--- config.mk ---
export PLATFORM = sky130hd
export DESIGN_NAME = bicubic_nx_round_sat
export DESIGN_NICKNAME = d
export VERILOG_FILES = /design/src/rtl/bicubic_round_pkg.sv /design/src/rtl/bicubic_round_lane.sv /design/src/rtl/bicubic_nx_round_sat.sv
export SDC_FILE = /design/constraint.sdc
export NUM_CORES = 1
export LEC_CHECK = 0
export ABC_AREA = 1
export ABC_CLOCK_PERIOD_IN_PS = 2800
export BUFFER_PORTS_ARGS = -buffer_cell sky130_fd_sc_hd__buf_2
export CORE_MARGIN = 3
export CORE_UTILIZATION = 35
export CTS_BUF_LIST = sky130_fd_sc_hd__clkbuf_4 sky130_fd_sc_hd__clkbuf_8 sky130_fd_sc_hd__clkbuf_16
export DETAILED_ROUTE_END_ITERATION = 16
export GPL_TIMING_DRIVEN = 0
export PLACE_DENSITY = 0.63
export SLEW_MARGIN = 20
export SYNTH_ARGS = -nofsm -noshare
export SYNTH_HDL_FRONTEND = slang
export SYNTH_SLANG_ARGS = --single-unit
--- constraint.sdc ---
create_clock -name clk -period 2.8 [get_ports clk]
set_input_delay 0.56 -clock clk [delete_from_list [all_inputs] [get_ports clk]]
set_output_delay 0.56 -clock clk [all_outputs]
set_load 0.02 [all_outputs]
--- src/rtl/bicubic_round_pkg.sv ---
// Shared definitions for the bicubic rounding/saturation stage.
//   round_mode_t    : per-beat rounding mode encoding (code 3 behaves as trunc)
//   clamp_limit()   : signed clamp bound for a given output width / clamp style
//   SAT_COUNT_WIDTH : width of the saturation event counter
package bicubic_round_pkg;

  localparam int SAT_COUNT_WIDTH = 16;

  typedef enum logic [1:0] {
    ROUND_TRUNC     = 2'd0,
    ROUND_HALF_UP   = 2'd1,
    ROUND_HALF_EVEN = 2'd2
  } round_mode_t;

  // want_max=1 returns the upper bound, otherwise the lower bound.
  // Unsigned clamping keeps the signed output format but never goes below 0.
  function automatic longint clamp_limit(input int ow, input bit uc, input bit want_max);
    longint half;
    half = longint'(1) << (ow - 1);
    if (want_max) return half - 1;
    return uc ? longint'(0) : -half;
  endfunction

endpackage

--- src/rtl/bicubic_round_lane.sv ---
// One lane of the rounding stage: bias add (S1), arithmetic shift + clamp (S2).
// Ports:
//   clk, dsp_reset : clock, synchronous active-high reset
//   load           : pipeline advance; both stages load only when set
//   mode           : rounding mode captured with the input word
//   x              : signed accumulator word
//   y              : clamped signed result (S2 register)
//   sat            : clamp was applied to y (S2 register)
module bicubic_round_lane
  import bicubic_round_pkg::*;
#(
  parameter int INPUT_WIDTH    = 48,
  parameter int RSHIFT_RANGE   = 8,
  parameter int OUTPUT_WIDTH   = 9,
  parameter int UNSIGNED_CLAMP = 1
) (
  input  logic                          clk,
  input  logic                          dsp_reset,
  input  logic                          load,
  input  logic [1:0]                    mode,
  input  logic signed [INPUT_WIDTH-1:0] x,
  output logic [OUTPUT_WIDTH-1:0]       y,
  output logic                          sat
);

  localparam int SW = INPUT_WIDTH + 1;
  localparam logic signed [SW-1:0] CMAX = SW'(clamp_limit(OUTPUT_WIDTH, UNSIGNED_CLAMP != 0, 1'b1));
  localparam logic signed [SW-1:0] CMIN = SW'(clamp_limit(OUTPUT_WIDTH, UNSIGNED_CLAMP != 0, 1'b0));
  localparam logic signed [SW-1:0] HALF = {{(SW-1){1'b0}}, 1'b1} << (RSHIFT_RANGE - 1);

  logic signed [SW-1:0]     bias;
  logic signed [SW-1:0]     sum_next;
  logic signed [SW-1:0]     s1_sum;
  logic signed [SW-1:0]     shifted;
  logic [OUTPUT_WIDTH-1:0]  clamped;
  logic                     sat_next;

  // Half-even: bias one short of half, plus the LSB that survives the shift,
  // so exact ties round towards the even result.
  always_comb begin
    bias = '0;
    case (mode)
      ROUND_HALF_UP:   bias = HALF;
      ROUND_HALF_EVEN: bias = HALF - SW'(1) + SW'(x[RSHIFT_RANGE]);
      default:         bias = '0;
    endcase
  end

  // One extra bit of headroom so the biased sum cannot wrap.
  assign sum_next = {x[INPUT_WIDTH-1], x} + bias;
  assign shifted  = s1_sum >>> RSHIFT_RANGE;

  always_comb begin
    clamped  = shifted[OUTPUT_WIDTH-1:0];
    sat_next = 1'b0;
    if (shifted > CMAX) begin
      clamped  = CMAX[OUTPUT_WIDTH-1:0];
      sat_next = 1'b1;
    end else if (shifted < CMIN) begin
      clamped  = CMIN[OUTPUT_WIDTH-1:0];
      sat_next = 1'b1;
    end
  end

  always_ff @(posedge clk) begin
    if (dsp_reset) begin
      s1_sum <= '0;
      y      <= '0;
      sat    <= 1'b0;
    end else if (load) begin
      s1_sum <= sum_next;
      y      <= clamped;
      sat    <= sat_next;
    end
  end

endmodule

--- src/rtl/bicubic_nx_round_sat.sv ---
// Parallel rounding/saturation stage between the bicubic MAC array and the
// pixel packer. Two-stage pipeline with valid/ready and full back-pressure.
// Ports:
//   clk, dsp_reset        : clock, synchronous active-high reset
//   clken                 : global enable; all state holds when low
//   in_valid/in_ready     : input handshake; in_mode/in_data sampled on accept
//   out_valid/out_ready   : output handshake; out_data/out_sat held while stalled
//   out_sat               : per-lane clamp-applied flags
//   sat_clear             : clears sat_sticky/sat_count
//   sat_sticky, sat_count : saturation status, present only when
//                           BICUBIC_ROUND_SAT_STATUS_EN is defined, else tied 0
module bicubic_nx_round_sat
  import bicubic_round_pkg::*;
#(
  parameter int PARALLEL_CORE  = 2,
  parameter int CHANNELS       = 3,
  parameter int INPUT_WIDTH    = 48,
  parameter int RSHIFT_RANGE   = 8,
  parameter int OUTPUT_WIDTH   = 9,
  parameter int UNSIGNED_CLAMP = 1,
  localparam int LANES         = PARALLEL_CORE * CHANNELS
) (
  input  logic                          clk,
  input  logic                          dsp_reset,
  input  logic                          clken,
  input  logic                          in_valid,
  output logic                          in_ready,
  input  logic [1:0]                    in_mode,
  input  logic [INPUT_WIDTH*LANES-1:0]  in_data,
  output logic                          out_valid,
  input  logic                          out_ready,
  output logic [OUTPUT_WIDTH*LANES-1:0] out_data,
  output logic [LANES-1:0]              out_sat,
  input  logic                          sat_clear,
  output logic                          sat_sticky,
  output logic [SAT_COUNT_WIDTH-1:0]    sat_count
);

  logic adv;
  logic s1_valid;
  logic s2_valid;

  // Bubbles are not squeezed out: the whole pipe moves or nothing moves.
  assign adv       = clken && (!s2_valid || out_ready);
  assign in_ready  = adv && !dsp_reset;
  assign out_valid = s2_valid;

  always_ff @(posedge clk) begin
    if (dsp_reset) begin
      s1_valid <= 1'b0;
      s2_valid <= 1'b0;
    end else if (adv) begin
      s1_valid <= in_valid;
      s2_valid <= s1_valid;
    end
  end

  for (genvar k = 0; k < LANES; k++) begin : g_lane
    bicubic_round_lane #(
      .INPUT_WIDTH   (INPUT_WIDTH),
      .RSHIFT_RANGE  (RSHIFT_RANGE),
      .OUTPUT_WIDTH  (OUTPUT_WIDTH),
      .UNSIGNED_CLAMP(UNSIGNED_CLAMP)
    ) u_lane (
      .clk      (clk),
      .dsp_reset(dsp_reset),
      .load     (adv),
      .mode     (in_mode),
      .x        (in_data[k*INPUT_WIDTH +: INPUT_WIDTH]),
      .y        (out_data[k*OUTPUT_WIDTH +: OUTPUT_WIDTH]),
      .sat      (out_sat[k])
    );
  end

`ifdef BICUBIC_ROUND_SAT_STATUS_EN
  logic sat_event;

  // Gated by clken so a beat held across a disabled cycle counts only once.
  assign sat_event = clken && s2_valid && out_ready && (|out_sat);

  always_ff @(posedge clk) begin
    if (dsp_reset) begin
      sat_sticky <= 1'b0;
      sat_count  <= '0;
    end else if (clken && sat_clear) begin
      sat_sticky <= 1'b0;
      sat_count  <= '0;
    end else if (sat_event) begin
      sat_sticky <= 1'b1;
      if (sat_count != {SAT_COUNT_WIDTH{1'b1}}) sat_count <= sat_count + 1'b1;
    end
  end
`else
  logic unused_sat_clear;
  assign unused_sat_clear = sat_clear;
  assign sat_sticky       = 1'b0;
  assign sat_count        = '0;
`endif

endmodule

# == Yosys cells after proc, flatten, opt, wreduce, memory -nomap -nowiden ==
# Cells that the tools add are included.
# totals
register_bits,356
latch_bits,0
ram_bits,0
mem_bits_ro,0
inputBits,296
elab_cells,81
mem_count,0
# op_classes
addsub,12
mul,0
div_mod_pow,0
magnitude_cmp,12
n_eq_ne,2
shift,0
n_mux,30
bitwise,0
n_reduce_logical,5
# op_table
operator,count
$pmux W49 S2,6
$add A49 B49 Y49,6
$gt A41 B9 Y1 const B,6
$lt A41 B1 Y1 const B,6
$mux W9,12
$add A7 B1 Y8 const A,6
$mux W1,12
$eq A2 B1 Y1 const B,1
$eq A2 B2 Y1 const B,1
$logic_and A1 B1 Y1,2
$logic_not A1 Y1,2
$logic_or A1 B1 Y1,1

# == Depth between registers and ports, before layout ==
# Gate-level depths: netlist of run 1.
# depth
depth_word,4
mapped_depth,16
ltp_nobuf,15

# == Cells and area by module ==
# Synthesis of run 1 repeated with hierarchy kept, for this count alone.
# unflattened
hier_cells,4188
area_unflattened_um2,24165.7
# modules_own_cells
module,instances,cells_each,area_per_inst_um2,seq_area_each_um2
bicubic_round_lane,6,692,3987.6,1021.0
bicubic_nx_round_sat,1,36,240.2,40.0

# == Worst setup path after synthesis of run 1 ==
# No wires, ideal clock.
# synth_timing
path_type,input -> register
start,in in_mode[0]
end,reg g_lane[4].u_lane.s1_sum[28]
arrival_ps,2260
setup_slack_ps,430
stages,15
path_cell_list,inv_1 ha_1 buf_2 nand2_1 a21oi_1 ha_1 nand2_2 nor2_2 nand3_1 nor2_2 inv_1 o21ai_0 nand3_1 nand2_1 inv_1
# synth_between
elab_chain_cells,3
elab_cells_between_ends,4
cone_classes,add/sub (1); eq/ne (2); mux (1)
# synth_lines
item,line_no,rtl
start: declaration,bicubic_nx_round_sat.sv:28,"input logic [1:0] in_mode,"
$eq A2 B2 Y1 or $eq A2 B1 Y1 (tied branches),bicubic_round_lane.sv:42,case (mode)
$pmux W49 S2 *,bicubic_round_lane.sv:42,
$add A49 B49 Y49 *,bicubic_round_lane.sv:50,"assign sum_next = {x[INPUT_WIDTH-1], x} + bias;"
end signal: assignment,bicubic_round_lane.sv:71,s1_sum <= sum_next;
end: declaration,bicubic_round_lane.sv:33,logic signed [SW-1:0] s1_sum;
# Mark *: on every way between the ends. The rest lies on a longest branch, timed or not.
# A chain may end at the register's enable or synchronous reset.

# == Worst setup path in the final report of run 1 ==
# layout_timing
start,"reg s2_valid, in the netlist out_valid"
end,out in_ready
# layout_between
elab_chain_cells,4
# layout_lines
item,line_no,rtl
start: declaration,bicubic_nx_round_sat.sv:41,logic s2_valid;
start signal: assignment,bicubic_nx_round_sat.sv:54,s2_valid <= s1_valid;
$logic_not A1 Y1,bicubic_nx_round_sat.sv:44,assign adv = clken && (!s2_valid || out_ready);
$logic_or A1 B1 Y1,bicubic_nx_round_sat.sv:44,
$logic_and A1 B1 Y1,bicubic_nx_round_sat.sv:44,
$logic_and A1 B1 Y1,bicubic_nx_round_sat.sv:45,assign in_ready = adv && !dsp_reset;
end: declaration,bicubic_nx_round_sat.sv:27,"output logic in_ready,"
# Every way passes these cells.

==> impl_metrics.tcl, run 1 <==
set metrics [dict create \
    final_core_utilization_pct 42.64 \
    design.core.area_mm2 0.05660 \
    netSwitchingFraction_pct 30.63 \
    cts_root_buf "sky130_fd_sc_hd__clkbuf_16" \
    place_worst_setup_slack_ps -770.4 \
    fmax_mhz 365.7 \
    path_clk_slew_ps 60 \
    critical_path_class "flop to output port" \
    report.final.hold_viol_count 0 \
    cts_tree "done" \
    die_h_um 245.6 \
    hpwlAfterDp_um 67030 \
    power.density_mw_per_mm2 507.9 \
    cts_buffer_depth 3 \
    postRouteWirelength_um 83610 \
    tns_ps 0 \
    yosys-top-cells-area "sky130_fd_sc_hd__dfxtp_1 (31%), sky130_fd_sc_hd__nand2_1 (16%), sky130_fd_sc_hd__nor2_1 (9.2%)" \
    grt_first_pass_wirelength_um 124700 \
    r2r_start "out_valid" \
    clock_insertion_delay_worst_skew_ps 550 \
    area_delta_synth_final_pct 20.12 \
    power.share.combinational_pct 19.9 \
    mappedNetlistArea_mm2 0.02009 \
    avgRoutedWirePerCell_um 18.32 \
    setup_viol 0 \
    initial_utilization_pct 35.50 \
    cts_max_level 2 \
    crit_path_max_fanout 10 \
    finalWorstPathRequiredPeriod_ps 2734 \
    timing.max_slew.rel_slack_pct 36.14 \
    worst-endpoint-required_ps 2240 \
    num_io_pins 375 \
    setup.worst_path.end_class "output port" \
    fin_nets 4088 \
    gp_congestion 0.9684 \
    buffer_ports.inserted 355 \
    final_antenna_net_count 0 \
    cts-resized-gates 1 \
    detailroute.via_count 22949 \
    grt-ovfl-total 0 \
    yosys_most_used_dff "sky130_fd_sc_hd__dfxtp_1" \
    nFillCells 6327 \
    yosys.cell_count.top_type "sky130_fd_sc_hd__nand2_1" \
    startpoint_type "flop" \
    post_synth_inst_count 3375 \
    maximum_number_of_pins_on_one_net_before_global_route_repair 13 \
    pwr-share-clk_pct 39.8 \
    worstMarginPinSlew_ps 957.8 \
    drive_above_1_share_pct 14.73 \
    detailed_route_vias_per_instance 5.027 \
    finalMaxSlewViolations 0 \
    clock_skew_ps 18.38 \
    detailed_router_s_first_iteration_violation_count 1765 \
    timing.final.ws_setup_ps 65.81 \
    max-vdd-ir-drop_v 0.0003541 \
    std_cell_rows 87 \
    proportion_of_synthesized_chip_area_in_sequential_cells_pct 30.69 \
    synth_enable_flop_cells 0 \
    netlist.top_cell.by_area "sky130_fd_sc_hd__dfxtp_1" \
    seqPwrFrac_pct 40.3 \
    ys_seq_elements 308 \
    max-cap-violations 0 \
    synthArstFlopShare_pct 0 \
    clock_sink_count 308 \
    run_status "finished clean" \
    setup.worst_path.start "out_valid" \
    die_boundary_width_um 245.6 \
    commonest_cells_post_synth "sky130_fd_sc_hd__nand2_1 (874), sky130_fd_sc_hd__nor2_1 (491), sky130_fd_sc_hd__inv_1 (483), sky130_fd_sc_hd__dfxtp_1 (308), sky130_fd_sc_hd__a21oi_1 (275)" \
    drc_errors 0 \
    worstPathArrival_ps 2170 \
    holdCritStartpoint "in_valid" \
    yosys_warnings 0 \
    syn-mean-instance-area_um2 5.953 \
    p_int_w 0.008504 \
    worstHoldPathType "input port to flop" \
    synth_largest_type_area_fraction_pct 30.69 \
    firstDrtPassIters 5 \
    synthDistinctLibCells 45 \
    cts_hold_buf 0 \
    globalRouteTotalUtil_pct 26.87 \
    rsz0062_at_grt "yes" \
    p_sw_w 0.003755 \
    grt_antenna_before_repair 2 \
    p_leak_nw 11.98 \
    tritoncts.num_buffers 36 \
    post_cts_buffers 0 \
    via_count_of_the_first_global_routing_pass 21183 \
    finalCritPeriodShare_pct 97.65 \
    dieArea_mm2 0.06032 \
]
## cell type report
class | count | area [um^2] | share of cell area [%]
Tap cell | 756 | 945.9 | 3.919
Multi-Input combinational cell | 2462 | 11530 | 47.77
Sequential cell | 308 | 6166 | 25.55
Clock buffer | 56 | 1130 | 4.681
Timing Repair Buffer | 355 | 1777 | 7.361
Buffer | 124 | 621.8 | 2.576
Inverter | 497 | 1866 | 7.729
Antenna cell | 1 | 2.502 | 0.01037
Clock inverter | 6 | 97.59 | 0.4044
## critical path: stages, from the launching register on
cell                      delay [ps]
sky130_fd_sc_hd__dfxtp_1         440
sky130_fd_sc_hd__inv_1           150
sky130_fd_sc_hd__o21ai_2         370
sky130_fd_sc_hd__buf_4           270
sky130_fd_sc_hd__nor2_1          150
sky130_fd_sc_hd__buf_2           240
## routing by layer
layer	track usage [%]	wire length, um	vias up
met5	0	0	-
met4	6.929	2047	0
met3	4.547	6284	103
met2	44.75	38180	884
met1	35.96	37090	10486
li1	-	-	11476
## cells in the final DEF, fill, tap and decap left out, drive strengths merged, types with 38 or more instances in the layout
master and n:
a21oi 275, buf 423, clkbuf 112, dfxtp 308, inv 492, nand2 885, nand3 245, nand4 75
nor2 522, o21ai 220, xnor2 45, xor2 38
## power groups by stage
stage                     clock (W)  sequential (W)  combinational, W
after floorplan                   0         0.00505           0.00129
after global placement            0         0.00502           0.00238
after detailed placement          0         0.00502           0.00239
after CTS                   0.00496         0.00493           0.00241
after global routing        0.00512         0.00498           0.00269
final                       0.00488         0.00494           0.00243
## registers in the layout, summed over array words and instances, names as in the netlist
| register | count |
|---|---|
| g_lane.u_lane.s1_sum | 246 |
| g_lane.u_lane.sat | 6 |
| g_lane.u_lane.y | 54 |
| out_valid | 1 |
| s1_valid | 1 |
## worst paths after layout
check	cells after the start	endpoint	slack, ps
setup / recovery	5	in_ready	70
hold / removal	3	s1_valid	330
setup reg to reg	8	g_lane[3].u_lane.s1_sum[12]	320
hold reg to reg	2	g_lane[0].u_lane.y[8]	440
## metrics by stage
stage	hold slack, ps	total power [W]	instance area (um^2)	cells
3_3_place_gp	426.1	0.007404	22880	4502
2_1_floorplan	444.9	0.006346	20150	3391
5_1_grt	325.6	0.01279	24130	4564
4_1_cts	289.2	0.01230	24110	4564
6_report	327.8	0.01226	24140	4565
3_5_place_dp	427.1	0.007418	22880	4502
## kinds of logic (layout without fill, tap and decap cells)
kind of cell    count (synthesis)  in the layout  share of synthesized area (%)
other cells                     1             18                        0.01866
buf+inv                       621           1038                          12.37
xor+xnor                       83             83                          3.618
compound gates                533            533                          13.78
simple gates                 1821           1821                          39.03
fa+ha+maj                       8              8                         0.4982
flops                         308            308                          30.69
(Power assumes the default switching activity.)
==> inputs of run 2 (changes only) <==
--- a/config.mk
+++ b/config.mk
@@ -8,12 +8,14 @@
 export ABC_AREA = 1
 export ABC_CLOCK_PERIOD_IN_PS = 2800
 export BUFFER_PORTS_ARGS = -buffer_cell sky130_fd_sc_hd__buf_2
+export CELL_PAD_IN_SITES_DETAIL_PLACEMENT = 0
+export CELL_PAD_IN_SITES_GLOBAL_PLACEMENT = 2
 export CORE_MARGIN = 3
-export CORE_UTILIZATION = 35
+export CORE_UTILIZATION = 29
 export CTS_BUF_LIST = sky130_fd_sc_hd__clkbuf_4 sky130_fd_sc_hd__clkbuf_8 sky130_fd_sc_hd__clkbuf_16
 export DETAILED_ROUTE_END_ITERATION = 16
 export GPL_TIMING_DRIVEN = 0
-export PLACE_DENSITY = 0.63
+export PLACE_DENSITY = 0.88
 export SLEW_MARGIN = 20
 export SYNTH_ARGS = -nofsm -noshare
 export SYNTH_HDL_FRONTEND = slang
==> constraint.sdc (replaced) <==
create_clock -name clk -period 2.8 [get_ports clk]
set_input_delay 0.56 -clock clk [delete_from_list [all_inputs] [get_ports clk]]
set_output_delay 0.56 -clock clk [all_outputs]
set_load 0.1 [all_outputs]
==> impl_metrics.tcl, run 2 (synthesized netlist as in run 1, its figures left out) <==
set metrics [dict create \
    run_status "finished clean" \
    worst-endpoint-required_ps 2240 \
    detailroute.via_count 22585 \
    hpwlAfterDp_um 72040 \
    worstPathArrival_ps 2080 \
    final_area_mm2 0.02442 \
    timing.hold.ws_ps 328.7 \
    path_clk_slew_ps 60 \
    fin_nets 4090 \
    largest_register_ffs 246 \
    max-cap-violations 0 \
    p_leak_nw 12.02 \
    timing.max_slew.rel_slack_pct 29.17 \
    regArea_mm2 0.006166 \
    firstDrtPassIters 6 \
    power.density_mw_per_mm2 536.5 \
    std_cell_rows 95 \
    critical_path_class "flop to output port" \
    finalMaxSlewViolations 0 \
    die_h_um 269.2 \
    grt_antenna_before_repair 4 \
    via_count_of_the_first_global_routing_pass 21217 \
    layout.cells.most_common "sky130_fd_sc_hd__nand2_1" \
    design.core.area_mm2 0.06787 \
    avgRoutedWirePerCell_um 18.86 \
    tritoncts.num_buffers 38 \
    grt-ovfl-total 0 \
    die_boundary_width_um 269.2 \
    gp_congestion 0.9132 \
    finalCritPeriodShare_pct 94.36 \
    max-vdd-ir-drop_v 0.0003195 \
    final_antenna_net_count 0 \
    detailed_route_vias_per_instance 4.770 \
    cts_tree "done" \
    place_worst_setup_slack_ps -948.3 \
    buffer_ports.inserted 355 \
    clock_sink_count 308 \
    setup_viol 0 \
    post_placement_cell_area_mm2 0.02308 \
    crit_path_max_fanout 10 \
    drc_errors 0 \
    finalWorstPathRequiredPeriod_ps 2642 \
    area_delta_synth_final_pct 21.52 \
    report.final.hold_viol_count 0 \
    globalRouteTotalUtil_pct 23.76 \
    cts_root_buf "sky130_fd_sc_hd__clkbuf_16" \
    nFillCells 7710 \
    worstMarginPinSlew_ps 1063 \
    drive_above_1_share_pct 14.87 \
    grt_first_pass_wirelength_um 132100 \
    startpoint_type "flop" \
    initial_utilization_pct 29.60 \
    regMostFlops "g_lane.u_lane.s1_sum" \
    diodes 0 \
    maximum_number_of_pins_on_one_net_before_global_route_repair 14 \
    top_regs "g_lane.u_lane.s1_sum x246, g_lane.u_lane.y x54, g_lane.u_lane.sat x6" \
    worstHoldPathType "input port to flop" \
    cts_max_level 2 \
    setup.worst_path.end_class "output port" \
    timing.final.ws_setup_ps 157.8 \
    clock_skew_ps 17.72 \
    fmax_mhz 378.5 \
    cts_buffer_depth 3 \
    fin_cells 4735 \
    detailed_router_s_first_iteration_violation_count 1679 \
    num_io_pins 375 \
    layout_common_cells "sky130_fd_sc_hd__nand2_1 (874), sky130_fd_sc_hd__nor2_1 (490), sky130_fd_sc_hd__inv_1 (482), sky130_fd_sc_hd__buf_2 (396), sky130_fd_sc_hd__dfxtp_1 (308)" \
    dieArea_mm2 0.07248 \
    rsz0062_at_grt "no" \
    placed_cells_incl_taps 4667 \
    clock_insertion_delay_worst_skew_ps 560 \
    tns_ps 0 \
    postRouteWirelength_um 89290 \
    multi_input_comb_area_mm2 0.01153 \
    cts_hold_buf 0 \
]
## run 2: cell type report
cell class                 instances  share of cell area, %
multi-input combinational       2462                  47.21
clock inverter                    17                 0.8814
sequential                       308                  25.25
clock buffer                      51                  4.473
timing repair buffer             355                  7.276
buffer                           124                  2.547
tap                              921                  4.719
inverter                         497                  7.640
## run 2: power breakdown
part / switching, W / internal, W
sequential: 0.000184 / 0.00475
combinational: 0.00221 / 0.000780
clock: 0.00204 / 0.00313
total: 0.00444 / 0.00866
## run 2: repair_timing
action                                  in CTS  in global routing
buffers inserted                             0                  0
gates resized for setup                      3                  3
endpoints found under the setup margin     116                  2
endpoints found under the hold margin        0                  0
## run 2: stage by stage
stage	total power, W	util, %
2_1_floorplan	0.006855	-
4_1_cts	0.01319	35.96
5_1_grt	0.01371	35.98
6_report	0.01310	35.98
3_3_place_gp	0.007987	34.01
3_5_place_dp	0.007993	34.01
## run 2: worst paths after layout
path	from	end	slack, ps	cells past startpoint
hold / removal	in_valid	s1_valid	330	3
setup reg to reg	out_valid	g_lane[1].u_lane.s1_sum[12]	310	9
setup / recovery	out_valid	in_ready	160	5
hold reg to reg	g_lane[4].u_lane.y[8]	g_lane[4].u_lane.y[8]	440	2
## run 2: per-layer routing
layer  global-route usage [%]  vias up  wire length [um]
met3                    3.938       98              6008
met1                    32.30    10294             40720
met2                    38.99      712             40510
li1                         -    11479                 -
met5                        0        -                19
met4                    6.142        2              2040
## run 2: critical path: stages (launching register included)
cell	delay, ps
sky130_fd_sc_hd__dfxtp_1	330
sky130_fd_sc_hd__inv_1	110
sky130_fd_sc_hd__o21ai_2	380
sky130_fd_sc_hd__buf_4	280
sky130_fd_sc_hd__nor2_2	70
sky130_fd_sc_hd__buf_2	350
